`src/rtl/inst_fetch.sv`:
```
// Instruction-fetch stage: owns the PC, fetches words over a req/ready handshake and
// presents {pc, inst} downstream. Define INST_FETCH_ICACHE_EN to add a direct-mapped I-cache.
module inst_fetch #(
  parameter int                ADDR_W         = 32,
  parameter logic [ADDR_W-1:0] RESET_PC       = '0,
  parameter int                ICACHE_ENTRIES = 64
) (
  input  logic              clk,
  input  logic              rst_n,
  input  logic              stall_i,
  input  logic              jump_enable_i,
  input  logic [ADDR_W-1:0] jump_pc_i,
  output logic              inst_req_o,
  output logic [ADDR_W-1:0] inst_addr_o,
  input  logic              inst_ready_i,
  input  logic [31:0]       inst_data_i,
  output logic              inst_valid_o,
  output logic [ADDR_W-1:0] pc_o,
  output logic [31:0]       inst_o
);

  typedef enum logic [1:0] {S_REQ, S_WAIT, S_HOLD, S_DROP} state_t;

  state_t            state;
  logic [ADDR_W-1:0] pc;
  logic [ADDR_W-1:0] fetch_addr;
  logic              skid_v;
  logic [ADDR_W-1:0] skid_pc;
  logic [31:0]       skid_inst;

  logic              consumed;
  logic              out_free;
  logic [ADDR_W-1:0] pc_next;
  logic [ADDR_W-1:0] jump_target;
  logic              hit;
  logic [31:0]       hit_data;

  assign consumed    = inst_valid_o && !stall_i;
  assign out_free    = !inst_valid_o || !stall_i;
  assign pc_next     = pc + ADDR_W'(4);
  assign jump_target = {jump_pc_i[ADDR_W-1:2], 2'b00};

`ifdef INST_FETCH_ICACHE_EN
  localparam int IDX   = $clog2(ICACHE_ENTRIES);
  localparam int TAG_W = ADDR_W - IDX - 2;

  logic [ICACHE_ENTRIES-1:0] line_v;
  logic [TAG_W-1:0]          line_tag  [ICACHE_ENTRIES];
  logic [31:0]               line_data [ICACHE_ENTRIES];
  logic [IDX-1:0]            rd_idx;
  logic [IDX-1:0]            wr_idx;
  logic                      fill;

  assign rd_idx   = pc[IDX+1:2];
  assign wr_idx   = fetch_addr[IDX+1:2];
  assign hit      = line_v[rd_idx] && (line_tag[rd_idx] == pc[ADDR_W-1:IDX+2]);
  assign hit_data = line_data[rd_idx];
  // Every returned word fills its line, including ones discarded by a redirect.
  assign fill     = inst_ready_i && ((state == S_WAIT) || (state == S_DROP));

  // NOTE: only the valid bits are reset; tag/data behave as plain RAM and are never read
  // while their line is invalid, so resetting them would only cost flops.
  always_ff @(posedge clk or negedge rst_n) begin
    if (!rst_n)    line_v         <= '0;
    else if (fill) line_v[wr_idx] <= 1'b1;
  end

  always_ff @(posedge clk) begin
    if (fill) begin
      line_tag[wr_idx]  <= fetch_addr[ADDR_W-1:IDX+2];
      line_data[wr_idx] <= inst_data_i;
    end
  end
`else
  localparam int unused_icache_entries = ICACHE_ENTRIES;

  assign hit      = 1'b0;
  assign hit_data = '0;
`endif

  // NOTE: all state here uses non-blocking assignments so every branch reads the
  // pre-edge values; later assignments in the block override the consume default.
  always_ff @(posedge clk or negedge rst_n) begin
    if (!rst_n) begin
      state        <= S_REQ;
      pc           <= RESET_PC;
      fetch_addr   <= '0;
      inst_req_o   <= 1'b0;
      inst_addr_o  <= '0;
      inst_valid_o <= 1'b0;
      pc_o         <= '0;
      inst_o       <= '0;
      skid_v       <= 1'b0;
      skid_pc      <= '0;
      skid_inst    <= '0;
    end else begin
      if (consumed) inst_valid_o <= 1'b0;

      if (jump_enable_i) begin
        pc           <= jump_target;
        inst_valid_o <= 1'b0;
        skid_v       <= 1'b0;
        if ((state == S_WAIT) || (state == S_DROP)) begin
          // A request in flight cannot be withdrawn; wait it out in S_DROP.
          if (inst_ready_i) begin
            inst_req_o <= 1'b0;
            state      <= S_REQ;
          end else begin
            state <= S_DROP;
          end
        end else begin
          state <= S_REQ;
        end
      end else begin
        case (state)
          S_REQ: begin
            if (hit) begin
              if (out_free) begin
                inst_valid_o <= 1'b1;
                pc_o         <= pc;
                inst_o       <= hit_data;
                pc           <= pc_next;
              end
            end else begin
              fetch_addr  <= pc;
              inst_req_o  <= 1'b1;
              inst_addr_o <= pc;
              state       <= S_WAIT;
            end
          end
          S_WAIT: begin
            if (inst_ready_i) begin
              pc         <= pc_next;
              inst_req_o <= 1'b0;
              if (out_free) begin
                inst_valid_o <= 1'b1;
                pc_o         <= fetch_addr;
                inst_o       <= inst_data_i;
                state        <= S_REQ;
              end else begin
                skid_v    <= 1'b1;
                skid_pc   <= fetch_addr;
                skid_inst <= inst_data_i;
                state     <= S_HOLD;
              end
            end
          end
          S_HOLD: begin
            if (consumed && skid_v) begin
              inst_valid_o <= 1'b1;
              pc_o         <= skid_pc;
              inst_o       <= skid_inst;
              skid_v       <= 1'b0;
              state        <= S_REQ;
            end
          end
          S_DROP: begin
            if (inst_ready_i) begin
              inst_req_o <= 1'b0;
              state      <= S_REQ;
            end
          end
          default: state <= S_REQ;
        endcase
      end
    end
  end

endmodule

```
`config.mk`:
```
export PLATFORM = sky130hd
export DESIGN_NAME = inst_fetch
export DESIGN_NICKNAME = d
export VERILOG_FILES = /design/src/rtl/inst_fetch.sv
export SDC_FILE = /design/constraint.sdc
export NUM_CORES = 1
export LEC_CHECK = 0
export ABC_AREA = 1
export BUFFER_PORTS_ARGS = -buffer_cell sky130_fd_sc_hd__buf_2
export CORE_AREA = 8 8 133 135
export CTS_BUF_LIST = sky130_fd_sc_hd__clkbuf_4
export DETAILED_ROUTE_END_ITERATION = 8
export DIE_AREA = 0 0 141 143
export PLACE_DENSITY = 0.85
export SYNTH_ARGS = -nofsm -noshare
export SYNTH_HDL_FRONTEND = slang
export SYNTH_SLANG_ARGS = --single-unit
```
`constraint.sdc`:
```
create_clock -name clk -period 2.26 [get_ports clk]
set_input_delay 0.226 -clock clk [delete_from_list [all_inputs] [get_ports clk]]
set_output_delay 0.226 -clock clk [all_outputs]
set_load 0.01 [all_outputs]
```
### Yosys cells after proc, flatten, opt, wreduce, memory -nomap -nowiden

Cells that the tools add are included.

| operators by class | value |
|---|---|
| bitwise logic cells | 2 |
| $add $sub $neg | 1 |
| equality and inequality tests | 11 |
| reductions and logical operators | 20 |
| muxes and demuxes | 34 |

Operators with widths:

| cell | number |
|---|---|
| 32-bit 2-to-1 mux | 9 |
| 32-bit one-hot mux with 2 select lines | 2 |
| 32-bit by 3-bit adder with 32-bit output (second input constant) | 1 |
| 2-bit 2-to-1 mux | 7 |
| 1-bit 2-to-1 mux | 12 |
| 3-bit != test (second input constant) | 4 |
| 2-bit one-hot mux with 4 select lines | 1 |
| 4-bit AND reduction | 2 |
| 2-bit != test (second input constant) | 3 |
| 1-bit one-hot mux with 2 select lines | 3 |
| 2-bit AND reduction | 3 |
| 2-bit nonzero test | 3 |
| 3-bit nonzero test | 2 |
| 5-bit AND reduction | 1 |
| 2-bit == test (second input constant) | 2 |
| 3-bit AND reduction | 1 |
| 2-bit by 1-bit == test with 1-bit output (second input constant) | 1 |
| 1-bit logical AND | 2 |
| 1-bit zero test | 2 |
| 2-bit zero test | 1 |
| 1-bit logical OR | 2 |
| 2-bit by 1-bit != test with 1-bit output (second input constant) | 1 |
| 1-bit inverter | 2 |
| 2-bit OR reduction | 1 |

| word-level totals | value |
|---|---|
| register bits | 197 |
| word-level logic and storage cells | 78 |
| output and inout port bits | 98 |

### Longest topological paths before layout

Gate-level depths: netlist of the first run.

| logic depth | value |
|---|---|
| depth after elaboration | 7 |
| mapped depth | 10 |
| gate-level depth less buffers | 10 |

### Worst setup path after synthesis of the first run

OpenSTA, ideal clock, no wires.

| timing | value |
|---|---|
| path type | reg2reg |
| start | reg state[1] |
| end | reg inst_o[0] |
| data arrival time | 1590 ps |
| buffers on the path | 2 |
| library setup time | 126 ps |
| cell stages (with the launch flop) | 10 |
| setup slack | 544 ps |
| required time | 2134 ps |
| cells stage by stage | dfrtp_1 -> inv_1 -> ha_1 -> nand2_2 -> nand2_1 -> nand3_1 -> a21oi_2 -> buf_4 -> buf_2 -> a21oi_1 |

| on the way | value |
|---|---|
| longest elaborated chain between the ends | 3 |
| elaborated cells between the ends (all ways) | 8 |

RTL lines:

| item | line | RTL |
|---|---|---|
| start, declared | 24 | `state_t state;` |
| start signal, assigned | 85 | `state <= S_REQ;` |
| start signal, assigned | 107 | `state <= S_REQ;` |
| start signal, assigned | 109 | `state <= S_DROP;` |
| 2-bit == test / 2-bit by 1-bit == test with 1-bit output (equally long branches) | 115 | `case (state)` |
| 2-bit != test (no line) / 2-bit nonzero test (equally long branches) | -- |  |
| 5-bit AND reduction (no line) | -- |  |
| end signal, assigned | 121 | `inst_o <= hit_data;` |
| end signal, assigned | 138 | `inst_o <= inst_data_i;` |
| end signal, assigned | 152 | `inst_o <= skid_inst;` |
| end, declared | 19 | `output logic [31:0] inst_o` |

Parallel ways exist; a longest one is shown, timed or not.
A chain may end at the register's enable or synchronous reset.

### Worst setup path in the final report of the first run

| timing | value |
|---|---|
| start | reg state[1] |
| end | reg pc_o[19] |

| on the way | value |
|---|---|
| longest elaborated chain between the ends | 3 |
| elaborated cells between the ends (all ways) | 8 |

RTL lines:

| item | line | RTL |
|---|---|---|
| 2-bit == test / 2-bit by 1-bit == test with 1-bit output (equally long branches) | 115 |  |
| 2-bit != test (no line) / 2-bit nonzero test (equally long branches) | -- |  |
| 5-bit AND reduction (no line) | -- |  |
| end signal, assigned | 120 | `pc_o <= pc;` |
| end signal, assigned | 137 | `pc_o <= fetch_addr;` |
| end signal, assigned | 151 | `pc_o <= skid_pc;` |
| end, declared | 18 | `output logic [ADDR_W-1:0] pc_o,` |

Parallel ways exist; a longest one is shown, timed or not.

==> results of run 1 <==
worst register-to-register path, cell delays in order, from the launching register on:
cell and delay (ns):
dfrtp_1 0.43, inv_1 0.12, ha_1 0.24, nand2_2 0.18, nand2_1 0.11, nand3_1 0.12
a21oi_4 0.35, buf_12 0.25, nor2_1 0.10, a21oi_1 0.13
per-layer routing:
| layer | up-vias | GRT usage (%) | share of wire [%] |
|---|---|---|---|
| li1 | 3880 | - | - |
| met1 | 3578 | 30.3 | 42 |
| met2 | 286 | 37.9 | 48 |
| met5 | - | 0 | 0 |
| met4 | 0 | 8.37 | 2.0 |
| met3 | 37 | 6.44 | 7.4 |
state kept, by name, summed over array words and instances (netlist names):
signal	flops
skid_pc	30
skid_inst	32
fetch_addr	30
pc_o	30
inst_valid_o	1
pc	30
skid_v	1
inst_req_o	1
inst_o	32
state	2
cell usage in the layout (no fill, tap or decap), drive strengths merged, types with 2 or more instances in the layout:
cell | Yosys | final
clkinvlp | 0 | 4
xor2 | 8 | 8
inv | 119 | 118
nor2 | 114 | 114
clkbuf | 25 | 19
ha | 6 | 6
clkinv | 1 | 10
conb | 1 | 4
o211ai | 7 | 7
dlygate4sd3 | 0 | 65
o21bai | 7 | 7
o31ai | 2 | 2
nand3 | 43 | 43
o21ai | 170 | 170
nand2 | 291 | 291
buf | 31 | 175
and2 | 2 | 2
a21oi | 70 | 70
dfrtp | 189 | 189
where the power goes:
| part | internal, µW | switching (µW) | total [µW] |
|---|---|---|---|
| clock | 534 | 1110 | 1650 |
| combinational | 1650 | 2570 | 4220 |
| sequential | 4500 | 792 | 5300 |
kinds of logic after synthesis:
| logic type | count (synthesis) | share of synthesized area [%] |
|---|---|---|
| xor+xnor | 8 | 0.804 |
| compound gates | 259 | 15.5 |
| flops | 189 | 54.3 |
| other cells | 1 | 0.0430 |
| simple gates | 452 | 20.3 |
| buf+inv | 176 | 8.21 |
| fa+ha+maj | 6 | 0.862 |
area by class of cell:
class                           instances  area (µm²)
Inverter                              120         452
Clock buffer                           18         135
Tap cell                              216         270
Sequential cell                       189        4730
Multi-Input combinational cell        729        3290
Clock inverter                         13         103
Timing Repair Buffer                  241        1680
Fill cell                            1244        4940
per-stage QoR:
| stage | std cells | util, % | instance area, µm² | total power (µW) |
|---|---|---|---|---|
| floorplan | 1094 | - | 8720 | 7660 |
| global placement | 1430 | 62.7 | 9770 | 9280 |
| detailed placement | 1430 | 62.7 | 9770 | 9470 |
| CTS | 1526 | 68.3 | 10700 | 11200 |
| global route | 1526 | 68.3 | 10700 | 12100 |
| finish | 1526 | 68.3 | 10700 | 11200 |
synthesized netlist by cell type:
| library cell | n |
|---|---|
| inv_2 | 1 |
| conb_1 | 1 |
| xor2_1 | 8 |
| o211ai_1 | 7 |
| nor2_4 | 1 |
| o21ai_1 | 2 |
| buf_4 | 8 |
| a31oi_1 | 1 |
| o31ai_1 | 2 |
| a21oi_2 | 1 |
| dfrtp_1 | 189 |
| and2_1 | 2 |
| nand2_2 | 2 |
| nor3_1 | 1 |
| clkinv_1 | 1 |
| o221ai_1 | 1 |
| inv_1 | 118 |
| clkbuf_1 | 25 |
| o22ai_1 | 1 |
| nand2_1 | 289 |
| nand3_1 | 43 |
| nand4_1 | 1 |
| nor2_1 | 113 |
| buf_1 | 3 |
| ha_1 | 6 |
| o21bai_1 | 7 |
| a21oi_1 | 69 |
| o21ai_0 | 168 |
| buf_2 | 20 |
path summary, 6_finish.rpt:
check	from	end	slack [ns]
min reg2reg	skid_pc[29]$_DFFE_PN0P_	skid_pc[29]$_DFFE_PN0P_	0.50
max in group asynchronous	rst_n	skid_inst[30]$_DFFE_PN0P_	1.36
min	stall_i	inst_valid_o$_DFF_PN0_	0.1
max reg2reg	state[1]$_DFFE_PN0P_	pc_o[19]$_DFFE_PN0P_	0.16
max	state[1]$_DFFE_PN0P_	pc_o[19]$_DFFE_PN0P_	0.16
min in group asynchronous	rst_n	inst_o[3]$_DFFE_PN0P_	0.17
==> flow_metrics.env, run 1 <==
export IMPL_crit_slowest_cell="dfrtp_1"
export IMPL_setup_viol=0
export IMPL_dp_hpwl_um=15600
export IMPL_cp_buffers_inverters=2
export IMPL_hold_class="input port to register"
export IMPL_port_buffers=160
export IMPL_fin_crit_sh_pct=93.1
export IMPL_routed_via_density=5.10
export IMPL_syn_to_final_growth_pct=22.4
export IMPL_max_clock_freq_mhz=476
export IMPL_grt_pass1_wl_um=38000
export IMPL_synth_area_leaders="dfrtp_1 54%, nand2_1 12%, o21ai_0 9.7%, inv_1 5.1%, nor2_1 4.9%"
export IMPL_cts_buffer_depth=2
export IMPL_cts_buffers=17
export IMPL_synth_top_area_share_pct=54.3
export IMPL_cts_tree="built"
export IMPL_postCtsHoldBufs=65
export IMPL_fin_setup_tns_ns=0
export IMPL_track_usage_pct=23.6
export IMPL_slew_viol_final=0
export IMPL_cp_cell_sequence="inv_1 -> ha_1 -> nand2_2 -> nand2_1 -> nand3_1 -> a21oi_4 -> buf_12 -> nor2_1 -> a21oi_1"
export IMPL_num_antenna_cells=0
export IMPL_grt_antenna_before_repair=0
export IMPL_core_area_um2=15600
export IMPL_die_area_um2=20200
export IMPL_post_cts_resized=0
export IMPL_grt_pass1_vias=7526
export IMPL_nNetsFinal=1373
export IMPL_max_stage_delay_ns=0.43
export IMPL_min_path_cells=5
export IMPL_ys_ff_latch=189
export IMPL_critical_path_peak_fanout=38
export IMPL_remaining_drc_errors=0
export IMPL_fin_crit_ns=2.10
export IMPL_cts_root_buf="clkbuf_4"
export IMPL_path_depth=9
export IMPL_gr_total_overflow=0
export IMPL_path_class="register to register"
export IMPL_drive_gt1_share_pct=15.9
export IMPL_yosysUniqueCellTypes=29
export IMPL_rr_worst_depth=9
export IMPL_path_clk_slew_ns=0.15
export IMPL_post_cts_buffers=0
export IMPL_finalWirelength_um=23000
export IMPL_syn_cell_area_um2=8710
export IMPL_drtPass1Iterations=5
export IMPL_num_rows=46
export IMPL_ys_warn_count=0
export IMPL_rsz0062_at_grt="no"
export IMPL_hold_slack_ns=0.0991
export IMPL_synth_top_area_cell="dfrtp_1"
export IMPL_fin_worst_skew_ns=0.0196
export IMPL_clk_latency_ns=0.57
export IMPL_power_density_nw_per_um2=1050
export IMPL_place_gp_congestion=0.940
export IMPL_cp_start_kind="register"
export IMPL_boundaryPins=167
export IMPL_die_w_um=141
export IMPL_dp_slack_ns=0.221
export IMPL_grt_max_degree=126
export IMPL_cp_data_arrival_time_ns=2.60
export IMPL_outcome="finished, final reports clean"
export IMPL_postLayoutSetupSlackWorst_ns=0.157
export IMPL_htreeDepth=4
export IMPL_die_h_um=143
export IMPL_cap_violations=0
export IMPL_max_vdd_ir_drop_mv=0.421
export IMPL_synthCells=1091
export IMPL_finalHoldViolations=0
export IMPL_p_leak_uw=0.00540
export IMPL_detail_route_antenna_nets=0
export IMPL_clock_sinks=189
export IMPL_synth_area_per_cell_um2=7.99
export IMPL_crit_required_ns=2.76
export IMPL_ys_seq_area_share_pct=54.3
export IMPL_start_util_pct=55.9
export IMPL_drt_iter0_markers=482
export IMPL_end_kind="register"
export IMPL_route_vias_total=7781
export IMPL_path_delay_family="simple AND/OR/NAND/NOR gates"
export IMPL_routedWlPerCell_um=15.1
Note: power is estimated with default switching activity, not from simulation.
==> run 2, diff against run 1 <==
ABC_AREA = unset   (was 1)
CORE_AREA = 8 8 132 134   (was 8 8 133 135)
DIE_AREA = 0 0 140 142   (was 0 0 141 143)
==> flow_metrics.env, run 2 <==
export IMPL_remaining_drc_errors=0
export IMPL_slew_headroom_pct=58.0
export IMPL_path_depth=7
export IMPL_grt_pass1_vias=6390
export IMPL_dp_hpwl_um=13100
export IMPL_setup_viol=0
export IMPL_drt_iter0_markers=295
export IMPL_end_kind="register"
export IMPL_detail_route_antenna_nets=0
export IMPL_finalWirelength_um=19800
export IMPL_clk_latency_ns=0.57
export IMPL_hold_class="input port to register"
export IMPL_grt_max_degree=76
export IMPL_crit_slowest_cell="dfrtp_1"
export IMPL_yosysMostFrequentCell="mux2_2"
export IMPL_cts_root_buf="clkbuf_4"
export IMPL_routedWlPerCell_um=18.4
export IMPL_drtPass1Iterations=4
export IMPL_fill_cells=1105
export IMPL_track_usage_pct=20.9
export IMPL_grt_pass1_wl_um=33100
export IMPL_crit_top_cell="buf_4"
export IMPL_grt_antenna_before_repair=0
export IMPL_power_density_nw_per_um2=1060
export IMPL_max_clock_freq_mhz=464
export IMPL_cts_tree="built"
export IMPL_die_area_um2=19900
export IMPL_cts_buffer_depth=2
export IMPL_cts_buffers=17
export IMPL_largestRegisters="inst_o (32), skid_inst (32)"
export IMPL_num_antenna_cells=0
export IMPL_path_class="register to register"
export IMPL_fin_crit_ns=2.15
export IMPL_fin_setup_tns_ns=0
export IMPL_path_delay_family="buffers and inverters"
export IMPL_rr_worst_depth=7
export IMPL_synth_common_cells="216 x mux2_2, 189 x dfrtp_1, 25 x nand2_1, 24 x clkbuf_1"
export IMPL_num_rows=46
export IMPL_boundaryPins=167
export IMPL_post_cts_buffers=0
export IMPL_cp_buffers_inverters=2
export IMPL_cap_violations=0
export IMPL_routed_via_density=5.61
export IMPL_p_leak_uw=0.00490
export IMPL_outcome="finished, final reports clean"
export IMPL_ys_warn_count=0
export IMPL_syn_cell_area_um2=8590
export IMPL_max_vdd_ir_drop_mv=0.628
export IMPL_drive_gt1_share_pct=49.0
export IMPL_port_buffers=160
export IMPL_core_area_um2=15400
export IMPL_place_gp_congestion=0.791
export IMPL_synthCells=649
export IMPL_ys_seq_area_share_pct=55.1
export IMPL_die_w_um=140
export IMPL_die_h_um=142
export IMPL_nNetsFinal=947
export IMPL_hold_slack_ns=0.114
export IMPL_critical_path_peak_fanout=18
export IMPL_layout_commonest_cell="mux2_2"
export IMPL_min_path_cells=4
export IMPL_start_util_pct=55.7
export IMPL_route_vias_total=6035
export IMPL_ys_async_sr_fraction_pct=100
export IMPL_clock_sinks=189
export IMPL_max_stage_delay_ns=0.44
export IMPL_dp_cells=981
export IMPL_ys_flop_type="dfrtp_1"
export IMPL_htreeDepth=4
export IMPL_crit_required_ns=2.72
export IMPL_rsz0062_at_grt="no"
export IMPL_synth_edf_count=0
export IMPL_worstMarginPinSlew_ns=0.631
export IMPL_synth_top_area_cell="dfrtp_1"
export IMPL_slew_viol_final=0
export IMPL_synth_area_leaders="dfrtp_1 55%, mux2_2 28%, or4_1 1.3%, o21ai_0 1.2%, a31oi_1 1.1%"
export IMPL_cp_data_arrival_time_ns=2.61
export IMPL_finalHoldViolations=0
export IMPL_syn_to_final_growth_pct=23.8
export IMPL_synth_top_area_share_pct=55.1
export IMPL_synth_area_per_cell_um2=13.2
export IMPL_final_cell_mix="216 x mux2_2, 189 x dfrtp_1, 159 x buf_2"
export IMPL_finalNonFillerCells=1076
export IMPL_fin_worst_skew_ns=0.0181
export IMPL_path_clk_slew_ns=0.15
export IMPL_gr_total_overflow=0
export IMPL_cp_start_kind="register"
export IMPL_fin_crit_sh_pct=95.3
export IMPL_cp_cell_sequence="ha_1 -> buf_4 -> nor2b_1 -> a31oi_1 -> nor3_4 -> buf_4 -> mux2_2"
export IMPL_yosysUniqueCellTypes=40
export IMPL_ys_ff_latch=189
run 2: cell count changes after synthesis, moves of 10 or more:
cell	before	now
nor2_1	113	21
inv_1	118	8
o31ai_1	2	12
or4_1	0	15
nand3_1	43	11
a31oi_1	1	15
o21ai_0	168	21
a21oi_1	69	6
mux2_2	0	216
nand2_1	289	25
run 2: cell families after synthesis:
| kind of cell | after synthesis | share of synthesized area, % |
|---|---|---|
| other | 1 | 0.0437 |
| xor gates and xnor gates | 12 | 1.22 |
| AOI/OAI and AO/OA | 61 | 4.39 |
| muxes | 217 | 28.4 |
| and+or+nand+nor | 112 | 7.26 |
| buffers and inverters | 51 | 2.68 |
| adders and majority gates | 6 | 0.874 |
| DFF | 189 | 55.1 |
run 2: worst paths after layout:
path                                     startpoint                       end  slack, ns
min in group asynchronous                     rst_n    inst_o[27]$_DFFE_PN0P_       0.22
setup / recovery               state[0]$_DFFE_PN0P_    inst_o[22]$_DFFE_PN0P_       0.11
hold / removal                              stall_i        skid_v$_DFFE_PN0P_       0.11
max in group asynchronous                     rst_n  skid_inst[7]$_DFFE_PN0P_       1.36
setup reg to reg               state[0]$_DFFE_PN0P_    inst_o[22]$_DFFE_PN0P_       0.11
hold reg to reg            skid_inst[4]$_DFFE_PN0P_  skid_inst[4]$_DFFE_PN0P_       0.52
run 2: repair_timing:
action                                  CTS  global route
hold buffers                             64             0
endpoints found under the setup margin    0             6
resized for setup                         0             1
hold endpoints to repair                165             0
run 2: metal layers:
layer	GRT usage [%]	vias to the layer above	part of all wire (%)
met5	0	-	0
met2	35.6	150	51
met4	7.20	0	1.7
li1	-	2811	-
met3	5.84	24	5.5
met1	25.0	3050	42
run 2: layout make-up:
type | instances | area, µm² | area share, %
well taps | 192 | 240 | 2.26
repair buffers | 244 | 1690 | 15.9
multi-input cells | 412 | 3670 | 34.6
inverters | 8 | 30.0 | 0.283
flip-flops and latches | 189 | 4730 | 44.5
clock buffers | 19 | 143 | 1.34
clock inverters | 12 | 123 | 1.15
run 2: metrics by stage:
stage / setup WS, ns / utilization [%] / cell area [µm²] / total power, µW
4_1_cts: 0.0273 / 68.9 / 10600 / 11400
6_report: 0.106 / 68.9 / 10600 / 11300
3_5_place_dp: 0.0824 / 63.0 / 9720 / 9530
5_1_grt: 0.0180 / 68.9 / 10600 / 12000
2_1_floorplan: 0.162 / - / 8600 / 7800
3_3_place_gp: 0.140 / 63.0 / 9720 / 9330
run 2: tightest hold or removal path: stages:
cell      delay, ns
buf_2          0.10
nand2b_1       0.10
o21ai_0        0.07
a21oi_1        0.14
run 2: where the power goes:
group	switching (µW)	internal, µW
Clock	1100	669
Sequential	762	4500
Combinational	1940	2340
==> run 3, diff against run 2 <==
SETUP_SLACK_MARGIN = 0.4   (was unset)
==> flow_metrics.env, run 3 (same netlist as run 2, synthesis figures left out) <==
export IMPL_start_util_pct=55.7
export IMPL_nNetsFinal=976
export IMPL_route_vias_total=6410
export IMPL_place_gp_congestion=0.868
export IMPL_fin_setup_tns_ns=0
export IMPL_cp_data_arrival_time_ns=2.49
export IMPL_fill_cells=961
export IMPL_clock_sinks=189
export IMPL_outcome="finished, final reports clean"
export IMPL_end_kind="register"
export IMPL_cts_tree="built"
export IMPL_crit_top_cell="buf_4"
export IMPL_routed_via_density=5.79
export IMPL_num_rows=46
export IMPL_layout_commonest_cell="mux2_2"
export IMPL_die_h_um=142
export IMPL_boundaryPins=167
export IMPL_syn_to_final_growth_pct=31.6
export IMPL_sequentialPowerShare_pct=43.8
export IMPL_cts_buffer_depth=2
export IMPL_cp_cell_sequence="inv_2 -> ha_4 -> nand2_8 -> buf_4 -> nor3_4 -> buf_4 -> buf_6 -> mux2_2"
export IMPL_crit_slowest_cell="dfrtp_1"
export IMPL_switchingPower_uw=4100
export IMPL_slew_viol_final=0
export IMPL_finalWirelength_um=23700
export IMPL_rr_worst_depth=8
export IMPL_drive_gt1_share_pct=53.5
export IMPL_p_int_uw=8050
export IMPL_grt_pass1_vias=6779
export IMPL_final_cell_mix="200 x mux2_2, 186 x dfrtp_1, 159 x buf_2"
export IMPL_grt_pass1_wl_um=35300
export IMPL_cap_violations=0
export IMPL_max_stage_delay_ns=0.42
export IMPL_die_area_um2=19900
export IMPL_htreeDepth=4
export IMPL_power_density_nw_per_um2=1080
export IMPL_cts_buffers=17
export IMPL_rsz0062_at_grt="yes"
export IMPL_r2r_end="skid_pc[29]$_DFFE_PN0P_"
export IMPL_switching_share_pct=33.7
export IMPL_max_clock_freq_mhz=495
export IMPL_path_clk_slew_ns=0.16
export IMPL_cp_start_kind="register"
export IMPL_drtPass1Iterations=5
export IMPL_remaining_drc_errors=0
export IMPL_core_area_um2=15400
export IMPL_max_vdd_ir_drop_mv=0.585
export IMPL_gr_total_overflow=0
export IMPL_crit_required_ns=2.73
export IMPL_startpoint="state[1]$_DFFE_PN0P_"
export IMPL_fin_crit_ns=2.02
export IMPL_path_class="register to register"
export IMPL_worstMarginPinSlew_ns=0.899
export IMPL_finalHoldViolations=0
export IMPL_combPwrFrac_pct=39.2
export IMPL_slew_headroom_pct=40.0
export IMPL_fin_crit_sh_pct=89.4
export IMPL_track_usage_pct=22.2
export IMPL_routedWlPerCell_um=21.4
export IMPL_r2r_start="state[1]$_DFFE_PN0P_"
export IMPL_cts_root_buf="clkbuf_4"
export IMPL_r2r_slack_ns=0.24
export IMPL_power_frac_clock_pct=16.9
export IMPL_dp_hpwl_um=13300
export IMPL_largestRegisters="inst_o (32), skid_inst (32)"
export IMPL_die_w_um=140
export IMPL_setup_viol=0
export IMPL_detail_route_antenna_nets=0
export IMPL_worstSetupEndpoint="skid_pc[29]$_DFFE_PN0P_"
export IMPL_fin_worst_skew_ns=0.0218
export IMPL_port_buffers=160
export IMPL_grt_antenna_before_repair=2
export IMPL_p_leak_uw=0.00520
export IMPL_grt_max_degree=63
export IMPL_drt_iter0_markers=388
export IMPL_clk_latency_ns=0.58
export IMPL_hold_class="input port to register"
export IMPL_critical_path_peak_fanout=15
export IMPL_utilization_pct=73.3
run 3: changes by cell type in the layout (fill, tap and decap cells not counted), moves of 5 or more:
cell,change
buf_4,+10
buf_6,+9
clkbuf_16,+7
mux2_2,-16
mux2_4,+16
o31ai_1,-6
or4_1,-5
or4_4,+5
run 3: final cells by class:
class	instances	area, µm²	share of cell area, %
sequential	189	4730	41.9
inverter	8	30.0	0.266
timing repair buffer	273	2090	18.5
clock buffer	18	135	1.20
antenna	2	5.00	0.0443
tap	192	240	2.13
clock inverter	14	188	1.66
multi-input combinational	412	3870	34.3
run 3: power groups by stage:
stage / Clock [µW] / Sequential, µW / Combinational, µW
after detailed placement: 0 / 5350 / 4210
after CTS: 2100 / 5280 / 4510
after global routing: 2250 / 5470 / 5120
final: 2060 / 5330 / 4760
after global placement: 0 / 5270 / 4110
after floorplan: 0 / 5570 / 2280
run 3: per-stage QoR:
stage          power [µW]  cell area (µm²)  hold slack (ns)  std cells  worst slack, ns
2_1_floorplan        7850             8650          -0.0696        652            0.295
3_3_place_gp         9390             9710            0.246        980            0.171
3_5_place_dp         9560             9710            0.246        980            0.116
4_1_cts             11900            10900           0.0386       1089            0.274
5_1_grt             12800            11300           0.0193       1108            0.177
6_report            12200            11300           0.0644       1108            0.240
run 3: repair_timing:
item,in CTS,in global routing
gates resized for setup,27,41
endpoints found under the setup margin,82,142
cloned,0,10
endpoints found under the hold margin,153,0
setup buffers,13,7
hold buffers,64,0
pin swaps,11,26
run 3: critical path: cells and delay by family, from the launching register on:
kind	cells	cell delay, ns
multiplexers	1	0.37
flip-flops	1	0.42
buffers and inverters	4	0.68
adder cells (fa/ha/maj)	1	0.20
AND/OR/NAND/NOR	2	0.26
run 3: how the worst min path moves through the flow:
stage,from,endpoint,cells past startpoint
floorplan,rst_n,fetch_addr[10]$_DFFE_PN0P_,0
finish,jump_enable_i,inst_valid_o$_DFF_PN0_,2
global placement,rst_n,pc_o[24]$_DFFE_PN0P_,1
global route,jump_enable_i,inst_valid_o$_DFF_PN0_,2
detailed placement,rst_n,pc_o[24]$_DFFE_PN0P_,1
CTS,jump_enable_i,inst_valid_o$_DFF_PN0_,2
run 3: metal layers:
metal / up-vias / global-route usage [%] / part of all wire [%]
met5: - / 0 / 0
met4: 0 / 9.60 / 2.9
met3: 52 / 6.84 / 6.4
met2: 262 / 37.8 / 52
met1: 3226 / 25.6 / 39
li1: 2870 / - / -
